## config.mk

```make
export PLATFORM = sky130hd
export DESIGN_NAME = cache_ctrl
export DESIGN_NICKNAME = d
export VERILOG_FILES = /design/src/rtl/cache_ctrl_pkg.sv /design/src/rtl/cache_line_store.sv /design/src/rtl/cache_ctrl.sv
export SDC_FILE = /design/constraint.sdc
export NUM_CORES = 1
export LEC_CHECK = 0
export CORE_UTILIZATION = 30
export CTS_CLUSTER_SIZE = 8
export DETAILED_ROUTE_END_ITERATION = 7
export MAX_ROUTING_LAYER = met4
export PLACE_DENSITY = 0.44
export SLEW_MARGIN = 20
export SYNTH_ARGS = -nofsm -noshare
export SYNTH_HDL_FRONTEND = slang
export SYNTH_SLANG_ARGS = --single-unit
```

## constraint.sdc

```tcl
create_clock -name clk -period 4.8 [get_ports clk]
set_clock_uncertainty 0.1 [all_clocks]
set_input_delay 0.96 -clock clk [delete_from_list [all_inputs] [get_ports clk]]
set_output_delay 0.96 -clock clk [all_outputs]
set_load 0.01 [all_outputs]
```

## src/rtl/cache_ctrl_pkg.sv

```systemverilog
// Shared types, widths and helpers for the direct-mapped write-through cache controller.
package cache_ctrl_pkg;

  localparam int unsigned ADDR_WIDTH      = 10;
  localparam int unsigned DATA_WIDTH      = 16;
  localparam int unsigned INDEX_WIDTH     = 4;
  localparam int unsigned DEF_MEM_LATENCY = 2;
  localparam int unsigned CNT_WIDTH       = 4;
  localparam int unsigned STAT_WIDTH      = 16;

  function automatic int unsigned tag_width(input int unsigned aw, input int unsigned iw);
    return aw - iw;
  endfunction

  function automatic int unsigned line_count(input int unsigned iw);
    return 32'd1 << iw;
  endfunction

  localparam int unsigned TAG_WIDTH = tag_width(ADDR_WIDTH, INDEX_WIDTH);
  localparam int unsigned LINES     = line_count(INDEX_WIDTH);

  typedef enum logic [2:0] {
    IDLE,
    COMPARE,
    MEM_RD,
    FILL,
    WR_THRU
  } state_t;

  typedef struct packed {
    logic                  write;
    logic [ADDR_WIDTH-1:0] addr;
    logic [DATA_WIDTH-1:0] wdata;
  } req_t;

endpackage

```

## src/rtl/cache_line_store.sv

```systemverilog
// Tag/valid/data arrays: combinational read by index, synchronous single write port.
module cache_line_store
  import cache_ctrl_pkg::*;
(
  input  logic                   clk,
  input  logic                   rst_n,
  input  logic [INDEX_WIDTH-1:0] rd_index,
  output logic                   rd_valid_c,
  output logic [TAG_WIDTH-1:0]   rd_tag_c,
  output logic [DATA_WIDTH-1:0]  rd_data_c,
  input  logic                   wr_en,
  input  logic [INDEX_WIDTH-1:0] wr_index,
  input  logic [TAG_WIDTH-1:0]   wr_tag,
  input  logic [DATA_WIDTH-1:0]  wr_data
);

  logic [LINES-1:0]      valid;
  logic [TAG_WIDTH-1:0]  tags [LINES];
  logic [DATA_WIDTH-1:0] data [LINES];

  // Only valid bits need reset; tag/data are qualified by valid.
  always_ff @(posedge clk or negedge rst_n) begin
    if (!rst_n) begin
      valid <= '0;
    end else if (wr_en) begin
      valid[wr_index] <= 1'b1;
    end
  end

  always_ff @(posedge clk) begin
    if (wr_en) begin
      tags[wr_index] <= wr_tag;
      data[wr_index] <= wr_data;
    end
  end

  assign rd_valid_c = valid[rd_index];
  assign rd_tag_c   = tags[rd_index];
  assign rd_data_c  = data[rd_index];

endmodule

```

## src/rtl/cache_ctrl.sv

```systemverilog
// Direct-mapped write-through cache controller with single outstanding request.
// Optional hit/miss counters enabled by defining CACHE_CTRL_STATS_EN.
module cache_ctrl
  import cache_ctrl_pkg::*;
#(
  parameter int unsigned MEM_LATENCY = DEF_MEM_LATENCY
) (
  input  logic                  clk,
  input  logic                  rst_n,
  input  logic                  req_valid,
  output logic                  req_ready,
  input  logic                  req_write,
  input  logic [ADDR_WIDTH-1:0] req_addr,
  input  logic [DATA_WIDTH-1:0] req_wdata,
  output logic                  resp_valid,
  output logic [DATA_WIDTH-1:0] resp_rdata,
  output logic [ADDR_WIDTH-1:0] mem_addr,
  output logic [DATA_WIDTH-1:0] mem_wdata,
  input  logic [DATA_WIDTH-1:0] mem_rdata,
  output logic                  mem_we,
  output logic                  mem_oe
`ifdef CACHE_CTRL_STATS_EN
  ,
  output logic [STAT_WIDTH-1:0] stat_hits,
  output logic [STAT_WIDTH-1:0] stat_misses
`endif
);

  state_t                state;
  req_t                  req;
  logic [CNT_WIDTH-1:0]  cnt;
  logic [DATA_WIDTH-1:0] fill_data;

  logic                   rd_valid_c;
  logic [TAG_WIDTH-1:0]   rd_tag_c;
  logic [DATA_WIDTH-1:0]  rd_data_c;
  logic [INDEX_WIDTH-1:0] index_c;
  logic [TAG_WIDTH-1:0]   tag_c;
  logic                   hit_c;
  logic                   line_we_c;
  logic [DATA_WIDTH-1:0]  line_wdata_c;

  assign index_c = req.addr[INDEX_WIDTH-1:0];
  assign tag_c   = req.addr[ADDR_WIDTH-1:INDEX_WIDTH];
  assign hit_c   = rd_valid_c && (rd_tag_c == tag_c);

  // Fills always allocate; stores only refresh a line they already hit.
  assign line_we_c    = (state == FILL) || ((state == WR_THRU) && hit_c);
  assign line_wdata_c = (state == FILL) ? fill_data : req.wdata;

  cache_line_store u_store (
    .clk        (clk),
    .rst_n      (rst_n),
    .rd_index   (index_c),
    .rd_valid_c (rd_valid_c),
    .rd_tag_c   (rd_tag_c),
    .rd_data_c  (rd_data_c),
    .wr_en      (line_we_c),
    .wr_index   (index_c),
    .wr_tag     (tag_c),
    .wr_data    (line_wdata_c)
  );

  always_ff @(posedge clk or negedge rst_n) begin
    if (!rst_n) begin
      state      <= IDLE;
      req        <= '0;
      cnt        <= '0;
      fill_data  <= '0;
      req_ready  <= 1'b1;
      resp_valid <= 1'b0;
      resp_rdata <= '0;
      mem_addr   <= '0;
      mem_wdata  <= '0;
      mem_we     <= 1'b0;
      mem_oe     <= 1'b0;
`ifdef CACHE_CTRL_STATS_EN
      stat_hits   <= '0;
      stat_misses <= '0;
`endif
    end else begin
      resp_valid <= 1'b0;
      mem_we     <= 1'b0;
      case (state)
        IDLE: begin
          if (req_valid && req_ready) begin
            req       <= '{write: req_write, addr: req_addr, wdata: req_wdata};
            req_ready <= 1'b0;
            state     <= COMPARE;
          end
        end
        COMPARE: begin
`ifdef CACHE_CTRL_STATS_EN
          if (hit_c) begin
            if (stat_hits != '1) stat_hits <= stat_hits + STAT_WIDTH'(1);
          end else begin
            if (stat_misses != '1) stat_misses <= stat_misses + STAT_WIDTH'(1);
          end
`endif
          if (req.write) begin
            // Write strobe and completion pulse are issued together.
            mem_we     <= 1'b1;
            mem_addr   <= req.addr;
            mem_wdata  <= req.wdata;
            resp_valid <= 1'b1;
            state      <= WR_THRU;
          end else if (hit_c) begin
            resp_valid <= 1'b1;
            resp_rdata <= rd_data_c;
            req_ready  <= 1'b1;
            state      <= IDLE;
          end else begin
            cnt   <= CNT_WIDTH'(MEM_LATENCY - 1);
            state <= MEM_RD;
          end
        end
        MEM_RD: begin
          // First cycle raises mem_oe; then count down the memory latency.
          if (!mem_oe) begin
            mem_oe   <= 1'b1;
            mem_addr <= req.addr;
          end else if (cnt == '0) begin
            fill_data <= mem_rdata;
            mem_oe    <= 1'b0;
            state     <= FILL;
          end else begin
            cnt <= cnt - CNT_WIDTH'(1);
          end
        end
        FILL: begin
          resp_valid <= 1'b1;
          resp_rdata <= fill_data;
          req_ready  <= 1'b1;
          state      <= IDLE;
        end
        WR_THRU: begin
          req_ready <= 1'b1;
          state     <= IDLE;
        end
        default: begin
          req_ready <= 1'b1;
          state     <= IDLE;
        end
      endcase
    end
  end

endmodule

```

Word-level counts from Yosys, hierarchy flattened --
Memories as Yosys holds them, arrays and structs flattened. Index checks and enable logic that the tools add are counted.
Storage, ports and cells: bits in registers 112, memory bits (writable) 352, input port bits 46, output and inout port bits 46, logic and storage cells 87, memories 2
Memory list:
- u_store.data | words 16, width 16, rd ports 1, clocked after Yosys merged registers in 0, wr ports 1, RTL line cache_line_store.sv:19 | logic [DATA_WIDTH-1:0] data [LINES];
- u_store.tags | words 16, width 6, rd ports 1, clocked after Yosys merged registers in 0, wr ports 1, RTL line cache_line_store.sv:18 | logic [TAG_WIDTH-1:0] tags [LINES];
Operators by class: add/subtract/negate cells 1, order comparisons 2, equal/unequal tests 14, mux-type cells 35, bitwise operators 2, reduce and logical (&&, ||, !) cells 17
Operators by type and width (number):
- 16-bit two-way mux | 3
- 16-bit case mux with 2 select lines | 1
- 10-bit two-way mux | 2
- 10-bit case mux with 2 select lines | 1
- 2-bit != test, second input constant | 9
- 4-bit two-way mux | 4
- 16-bit bitwise OR | 1
- 1-bit two-way mux | 13
- 3-bit two-way mux | 4
- 3-bit AND reduction | 4
- 3-bit case mux with 3 select lines | 1
- 4-bit case mux with 2 select lines | 1
- 3-bit by 2-bit == test with 1-bit output, second input constant | 2
- 6-bit == test | 1
- 4-bit by 5-bit < comparator with 1-bit output, second input constant | 1
- 5-bit AND reduction | 1
- 1-bit binary-select mux with 4-bit select | 1
- 1-bit demux with 4-bit select | 1
- 4-bit by 1-bit greater-or-equal comparator with 1-bit output, second input constant | 1
- 1-bit logical AND | 4
- 4-bit logical NOT | 1
- 2-bit AND reduction | 2
- 4-bit AND reduction | 1
- 2-bit nonzero test | 2
- 9 further kinds | 9

Longest topological paths before layout --
Gate-level depths: netlist (run 1).
depth after elaboration 7, mapped depth 12, mapped depth without buffers 7

Cells and area by module --
From an unflattened synthesis (run 1), not the netlist that was laid out.
Unflattened totals: cell total of the unflattened synthesis 891, area total of the unflattened synthesis 18057.3 um2
By module, submodules not included:
- cache_line_store | instances 1, cells each 601, area an instance 13868.3 um2, sequential area each 10970.5 um2
- cache_ctrl | instances 1, cells each 290, area an instance 4189.0 um2, sequential area each 2403.6 um2

Worst setup path before layout (run 1) --
Ideal clock, no wire load.
path kind reg-to-reg, start point register req, in the netlist index_c[1], end point memory u_store.data[10][0], enable pin, library setup time 0.401 ns, arrival time 3.140 ns, data required time 4.299 ns, setup slack 1.160 ns, cell stages (with the launch flop) 11, buffers on the path 3, clock period less this slack 3.640 ns, path through dfrtp_1 > buf_2 > buf_2 > mux4_2 > mux2i_1 > xor2_1 > o211ai_1 > o31ai_1 > a41oi_1 > buf_2 > nor2_1
Between the ends: word-level cells in the longest chain between the ends 7, elaborated cells on any way between the ends 9, those cells by class 1 x eq/ne; 4 x mux; 3 x reduce/logical; 1 x memory
RTL lines:
- start: declaration | RTL line cache_ctrl.sv:30 | req_t req;
- start signal: assignment | RTL line cache_ctrl.sv:87 | req <= '{write: req_write, addr: req_addr, wdata: req_wdata};
- memory read 16 x 6 bit or 1-bit binary-select mux with 4-bit select (tied branches)
- 6-bit == test or 1-bit two-way mux (tied branches) | RTL line cache_ctrl.sv:45, cache_line_store.sv:37
- 1-bit logical AND | RTL line cache_ctrl.sv:45 | assign hit_c = rd_valid_c && (rd_tag_c == tag_c);
- 1-bit logical AND | RTL line cache_ctrl.sv:48 | assign line_we_c = (state == FILL) || ((state == WR_THRU) && hit_c);
- 1-bit logical OR | RTL line cache_ctrl.sv:48
- 1-bit two-way mux | RTL line cache_line_store.sv:31 | if (wr_en) begin
- 1-bit two-way mux (implied by the code) | RTL line cache_line_store.sv:33 | data[wr_index] <= wr_data;
- end: declaration | RTL line cache_line_store.sv:19
Several ways; a longest one is shown, not always the timed one. The select of a mux whose other input is x is not followed.

Final worst setup path (run 1) --
start point register req, in the netlist index_c[0], end point memory u_store.data[12][4], enable pin
Same word-level chain as after synthesis.

==> results.py, run 1 <==
metrics = {
    "timing": {
        "fin_crit_ps": 3950,
        "slew_violations": 0,
        "tightestPinTransition_ps": 928,
        "setup_tns_ps": 0,
        "final_hold_viol_count": 0,
        "period_share_pct": 82.3,
        "relSlewSlack_pct": 38.1,
        "worst_slack_ps": 848,
        "fmaxAchievable_ghz": 0.253,
        "rsz0062_at_grt": "false",
        "setup_violations": 0,
    },
    "pwr": {
        "vdd_drop_max_mv": 0.228,
        "p_per_area_nw_per_um2": 627,
        "p_leak_nw": 7.74,
    },
    "synth": {
        "yosysMostFrequentCell": "edfxtp_1",
        "synth_nets": 1032,
        "avgSynthCellArea_um2": 19.1,
        "synth_edf_count": 352,
        "synth_top_area_share_pct": 56.3,
        "syn_area_um2": 18800,
        "yosys.area.top_type": "edfxtp_1",
        "yosys_warnings": 0,
        "synth_seq_cells": 464,
        "yosys-top-cells-area": "edfxtp_1, dfrtp_1, mux4_2, mux2_2, mux2i_1",
        "synth.distinct_cells": 47,
        "synth_common_cells": "edfxtp_1, dfrtp_1, mux4_2",
        "async_flop_share_pct": 24.1,
        "postSynthCellCount": 984,
        "yosysSeqAreaShare_pct": 71.3,
        "synth_flop_cell": "edfxtp_1",
    },
    "floorplanning": {
        "core_um2": 61700,
        "dieArea_um2": 63500,
        "die_h_um": 252,
        "std_cell_rows": 91,
        "start_util_pct": 30.4,
        "ios": 92,
        "die_w_um": 252,
    },
    "setup_path": {
        "cp_common_cell": "buf_12",
        "crit_required_ps": 4960,
        "critical_path_class": "reg -> reg",
        "cp.arrival_ps": 4110,
        "worstPathMaxFanout": 39,
        "critical-path-top-delay-family": "flip-flops",
        "max_stage_delay_ps": 850,
        "worst_setup_path_start_kind": "flip-flop",
        "path_cells": "mux4_2 > mux2i_1 > xnor2_1 > o31ai_1 > a41oi_4 > buf_12 > nor2_2 > buf_12",
        "endpoint_kind": "flip-flop",
        "crit_slowest_cell": "dfrtp_4",
        "cp.buffers_inverters": 2,
    },
    "min_path": {
        "hold_class": "in -> async",
    },
    "placed_design": {
        "port-buffer-count": 91,
        "hpwlAfterDp_mm": 30.4,
        "gp_congestion": 0.757,
        "place_ws_ps": 859,
        "placedCellCount": 1897,
    },
    "detailed_routing": {
        "vias_per_cell": 4.82,
        "drt-pass1-iter-count": 4,
        "drt_iter0_markers": 739,
        "dr_total_vias": 9683,
        "wl_per_cell_um": 23.8,
        "drc": 0,
        "routed_wl_mm": 47.8,
        "wl_met2_mm": 21.3,
        "wl_met1_mm": 23.2,
        "wl_met3_mm": 2.43,
        "top_layer_used": "met4",
        "drtAntennaViolNets": 0,
    },
    "clock_tree": {
        "cts_hold_buf": 0,
        "cts.sinks": 464,
        "cts_max_path_buffers": 3,
        "cts_resized": 0,
        "cts_root_buf": "clkbuf_16",
        "post_cts_buffers": 0,
        "clkTransAtPathRegs_ps": 50,
        "cts_max_level": 3,
        "cts_tree": "yes",
        "clk_latency_ps": 570,
        "cts_made_buffers": 68,
    },
    "global_route": {
        "grt_usage_pct": 15.9,
        "grt_max_degree": 57,
        "grt_pass1_vias": 10000,
        "grt_pass1_wl_mm": 71.3,
        "grt_overflow_total": 0,
        "antenna_found_initial": 3,
    },
    "final_layout": {
        "final_cells": 2009,
        "multiInputGateArea_um2": 5140,
        "register_area_um2": 13400,
        "area_growth_syn_to_layout_pct": 22.1,
        "drive_gt1_share_pct": 28.0,
        "nFillCells": 5740,
        "fin_nets": 1178,
    },
    "outcome": {
        "status": "complete, no violations",
    },
    "flow_run": {
        "drv_cap": 0,
    },
}
[kinds of logic after synthesis]
kind of cell    share of synthesized area (%)
flops                                    71.3
mux                                      19.8
simple gates                             3.63
compound gates                           3.16
buf+inv                                  1.66
xor+xnor                                0.373
fa+ha+maj                               0.133
[worst paths after layout]
kind                       slack, ps                             to                          start  depth (start not counted)
max                              850  u_store.data[12][4]$_DFFE_PP_         index_c[0]$_DFFE_PN0P_                          8
min                              230             cnt[2]$_DFFE_PN0P_                          rst_n                          1
max reg2reg                      850  u_store.data[12][4]$_DFFE_PP_         index_c[0]$_DFFE_PN0P_                          8
min reg2reg                      370  u_store.valid[10]$_DFFE_PN0P_  u_store.valid[10]$_DFFE_PN0P_                          1
max in group asynchronous       3480             req[7]$_DFFE_PN0P_                          rst_n                          2
min in group clk                 370  u_store.valid[10]$_DFFE_PN0P_  u_store.valid[10]$_DFFE_PN0P_                          1
[where the power goes]
| part | total (mW) | switching, mW | internal, mW |
|---|---|---|---|
| clock network | 4.49 | 1.66 | 2.83 |
| registers | 5.79 | 0.568 | 5.23 |
| logic | 4.07 | 2.19 | 1.88 |
[registers in the layout, summed over array words and instances (netlist names), 3 cells and up]
register       count
u_store.data     256
u_store.tags      96
req               23
fill_data         16
mem_wdata         16
resp_rdata        16
u_store.valid     16
mem_addr          10
cnt                4
index_c            4
state              3
[cells in the final DEF (no fill, tap or decap), types with 19 or more instances in the layout]
| cell | n |
|---|---|
| a21oi_1 | 21 |
| buf_4 | 38 |
| clkbuf_1 | 35 |
| clkbuf_16 | 73 |
| clkdlybuf4s50_1 | 90 |
| dfrtp_1 | 106 |
| edfxtp_1 | 352 |
| mux2_2 | 87 |
| mux2i_1 | 35 |
| mux4_2 | 95 |
| nand2_1 | 31 |
| nor2b_1 | 24 |
| o21ai_0 | 19 |
[final cells by class]
type                            count  share of cell area (%)
Antenna cell                        2                  0.0218
Clock buffer                      109                    8.61
Clock inverter                      1                   0.131
Inverter                            4                  0.0655
Multi-Input combinational cell    457                    22.4
Sequential cell                   464                    58.4
Tap cell                          837                    4.57
Timing Repair Buffer              135                    5.75
[metrics by stage]
stage / total power [mW] / area [µm²] / hold slack [ps] / utilization, %
detailed placement: 10.0 / 20900 / 356 / 33.9
global placement: 10.0 / 20900 / 353 / 33.9
finish: 14.4 / 22900 / 233 / 37.1
global route: 15.1 / 22900 / 252 / 37.1
floorplan: 8.37 / 18800 / 334 / -
CTS: 14.6 / 22900 / 220 / 37.1
[per-layer routing]
layer  up-vias  GRT usage, %
met5         -             -
met3        59          2.95
met2       252          22.5
met1      5123          23.1
li1       4249             -
met4         0          4.71
No activity file was read; power rests on OpenSTA's default activity.
==> run 2, diff against run 1 <==
Clock period 4.8 ns to 3.8 ns, I/O delays scaled along.
==> results.py, run 2 (synthesis gave the netlist of run 1 again) <==
metrics = {
    "timing": {
        "fin_crit_ps": 3520,
        "slew_violations": 0,
        "final_hold_viol_count": 0,
        "setup_violations": 0,
        "relSlewSlack_pct": 40.8,
        "period_share_pct": 92.6,
        "fin_hold_ws_ps": 104,
        "setup_tns_ps": 0,
        "tightestPinTransition_ps": 887,
        "rsz0062_at_grt": "false",
        "fmaxAchievable_ghz": 0.284,
    },
    "pwr": {
        "vdd_drop_max_mv": 0.257,
        "p_total_mw": 17.9,
        "p_leak_nw": 7.82,
        "p_per_area_nw_per_um2": 778,
    },
    "final_layout": {
        "fin_nets": 1197,
        "regMostFlops": "u_store.data",
        "layout_common_cells": "edfxtp_1, dfrtp_1, mux4_2",
        "layout_commonest_cell": "edfxtp_1",
        "area_growth_syn_to_layout_pct": 22.9,
        "final_core_util_pct": 37.4,
        "largestRegisters": "u_store.data (256), u_store.tags (96), req (23)",
        "largest_register_ffs": 256,
        "antenna_cells": 0,
        "drive_gt1_share_pct": 29.2,
    },
    "clock_tree": {
        "cts_tree": "yes",
        "cts_hold_buf": 0,
        "post_cts_buffers": 0,
        "cts_max_level": 3,
        "cts_root_buf": "clkbuf_16",
        "cts.sinks": 464,
        "cts_max_path_buffers": 3,
        "clkTransAtPathRegs_ps": 50,
        "clk_latency_ps": 590,
        "cts_made_buffers": 67,
        "cts_resized": 0,
    },
    "placed_design": {
        "hpwlAfterDp_mm": 30.9,
        "gp_congestion": 0.773,
        "port-buffer-count": 91,
    },
    "floorplanning": {
        "start_util_pct": 30.4,
        "dieArea_um2": 63500,
        "core_um2": 61700,
        "die_h_um": 252,
        "std_cell_rows": 91,
        "die_w_um": 252,
        "ios": 92,
    },
    "setup_path": {
        "endpoint_kind": "flip-flop",
        "crit_slowest_cell": "dfrtp_4",
        "max_stage_delay_ps": 700,
        "worstPathMaxFanout": 30,
        "path_cells": "mux4_1 > mux2i_1 > mux2i_1 > xnor2_1 > o211a_1 > a41oi_4 > buf_12 > nor2_2 > buf_12",
        "critical_path_class": "reg -> reg",
        "worst_setup_path_start_kind": "flip-flop",
        "crit_required_ps": 3960,
        "cp.arrival_ps": 3680,
        "r2r_slack_ps": 280,
    },
    "outcome": {
        "status": "complete, no violations",
    },
    "global_route": {
        "grt_pass1_vias": 10500,
        "grt_pass1_wl_mm": 71.3,
        "grt_usage_pct": 15.8,
        "grt_overflow_total": 0,
        "antenna_found_initial": 0,
        "grt_max_degree": 67,
    },
    "detailed_routing": {
        "routed_wl_mm": 47.4,
        "vias_per_cell": 4.79,
        "drt-pass1-iter-count": 5,
        "dr_total_vias": 9717,
        "drt_iter0_markers": 590,
        "drtAntennaViolNets": 0,
        "wl_per_cell_um": 23.4,
        "drc": 0,
    },
    "flow_run": {
        "drv_cap": 0,
    },
    "min_path": {
        "hold_class": "in -> async",
    },
}
run 2: per-stage QoR:
| stage | setup slack [ps] | cell area [µm²] | instances |
|---|---|---|---|
| 2_1_floorplan | 160 | 18800 | 984 |
| 3_3_place_gp | 268 | 21100 | 1917 |
| 3_5_place_dp | 254 | 21100 | 1917 |
| 4_1_cts | 235 | 23000 | 2027 |
| 5_1_grt | 65.6 | 23000 | 2027 |
| 6_report | 281 | 23000 | 2027 |
run 2: path summary, 6_finish.rpt:
kind                                               from                      endpoint  depth (start not counted)
max                              index_c[0]$_DFFE_PN0P_  u_store.data[7][6]$_DFFE_PP_                          9
min                                               rst_n     fill_data[15]$_DFFE_PN0P_                          1
max reg2reg                      index_c[0]$_DFFE_PN0P_  u_store.data[7][6]$_DFFE_PP_                          9
min reg2reg                u_store.valid[6]$_DFFE_PN0P_  u_store.valid[6]$_DFFE_PN0P_                          1
max in group asynchronous                         rst_n            req[7]$_DFFE_PN0P_                          2
min in group clk           u_store.valid[6]$_DFFE_PN0P_  u_store.valid[6]$_DFFE_PN0P_                          1
run 2: worst max-delay path, delay by kind of cell (launching register included):
kind / cells / cell delay [ps]
AOI/OAI and AO/OA: 2 / 560
xor gates and xnor gates: 1 / 190
and+or+nand+nor: 1 / 220
buffers and inverters: 2 / 450
DFF: 1 / 700
muxes: 3 / 940
run 2: where the power goes:
part           leakage [nW]  internal (mW)  switching, mW
sequential             4.53           6.60          0.626
clock                 0.910           3.30           2.16
combinational          2.37           2.46           2.80
total                  7.82           12.4           5.58
run 2: per-layer routing:
metal | wire length [µm] | track usage, % | vias up
li1 | - | - | 4274
met1 | 22200 | 21.5 | 5178
met2 | 22300 | 24.2 | 204
met3 | 2040 | 3.03 | 61
met4 | 835 | 4.54 | 0
met5 | 0 | - | -
run 2: layout make-up:
class	count	area, µm²
Clock buffer	104	1840
Clock inverter	6	60.1
Fill cell	5713	38700
Inverter	4	15.0
Multi-Input combinational cell	457	5150
Sequential cell	464	13400
Tap cell	837	1050
Timing Repair Buffer	155	1560
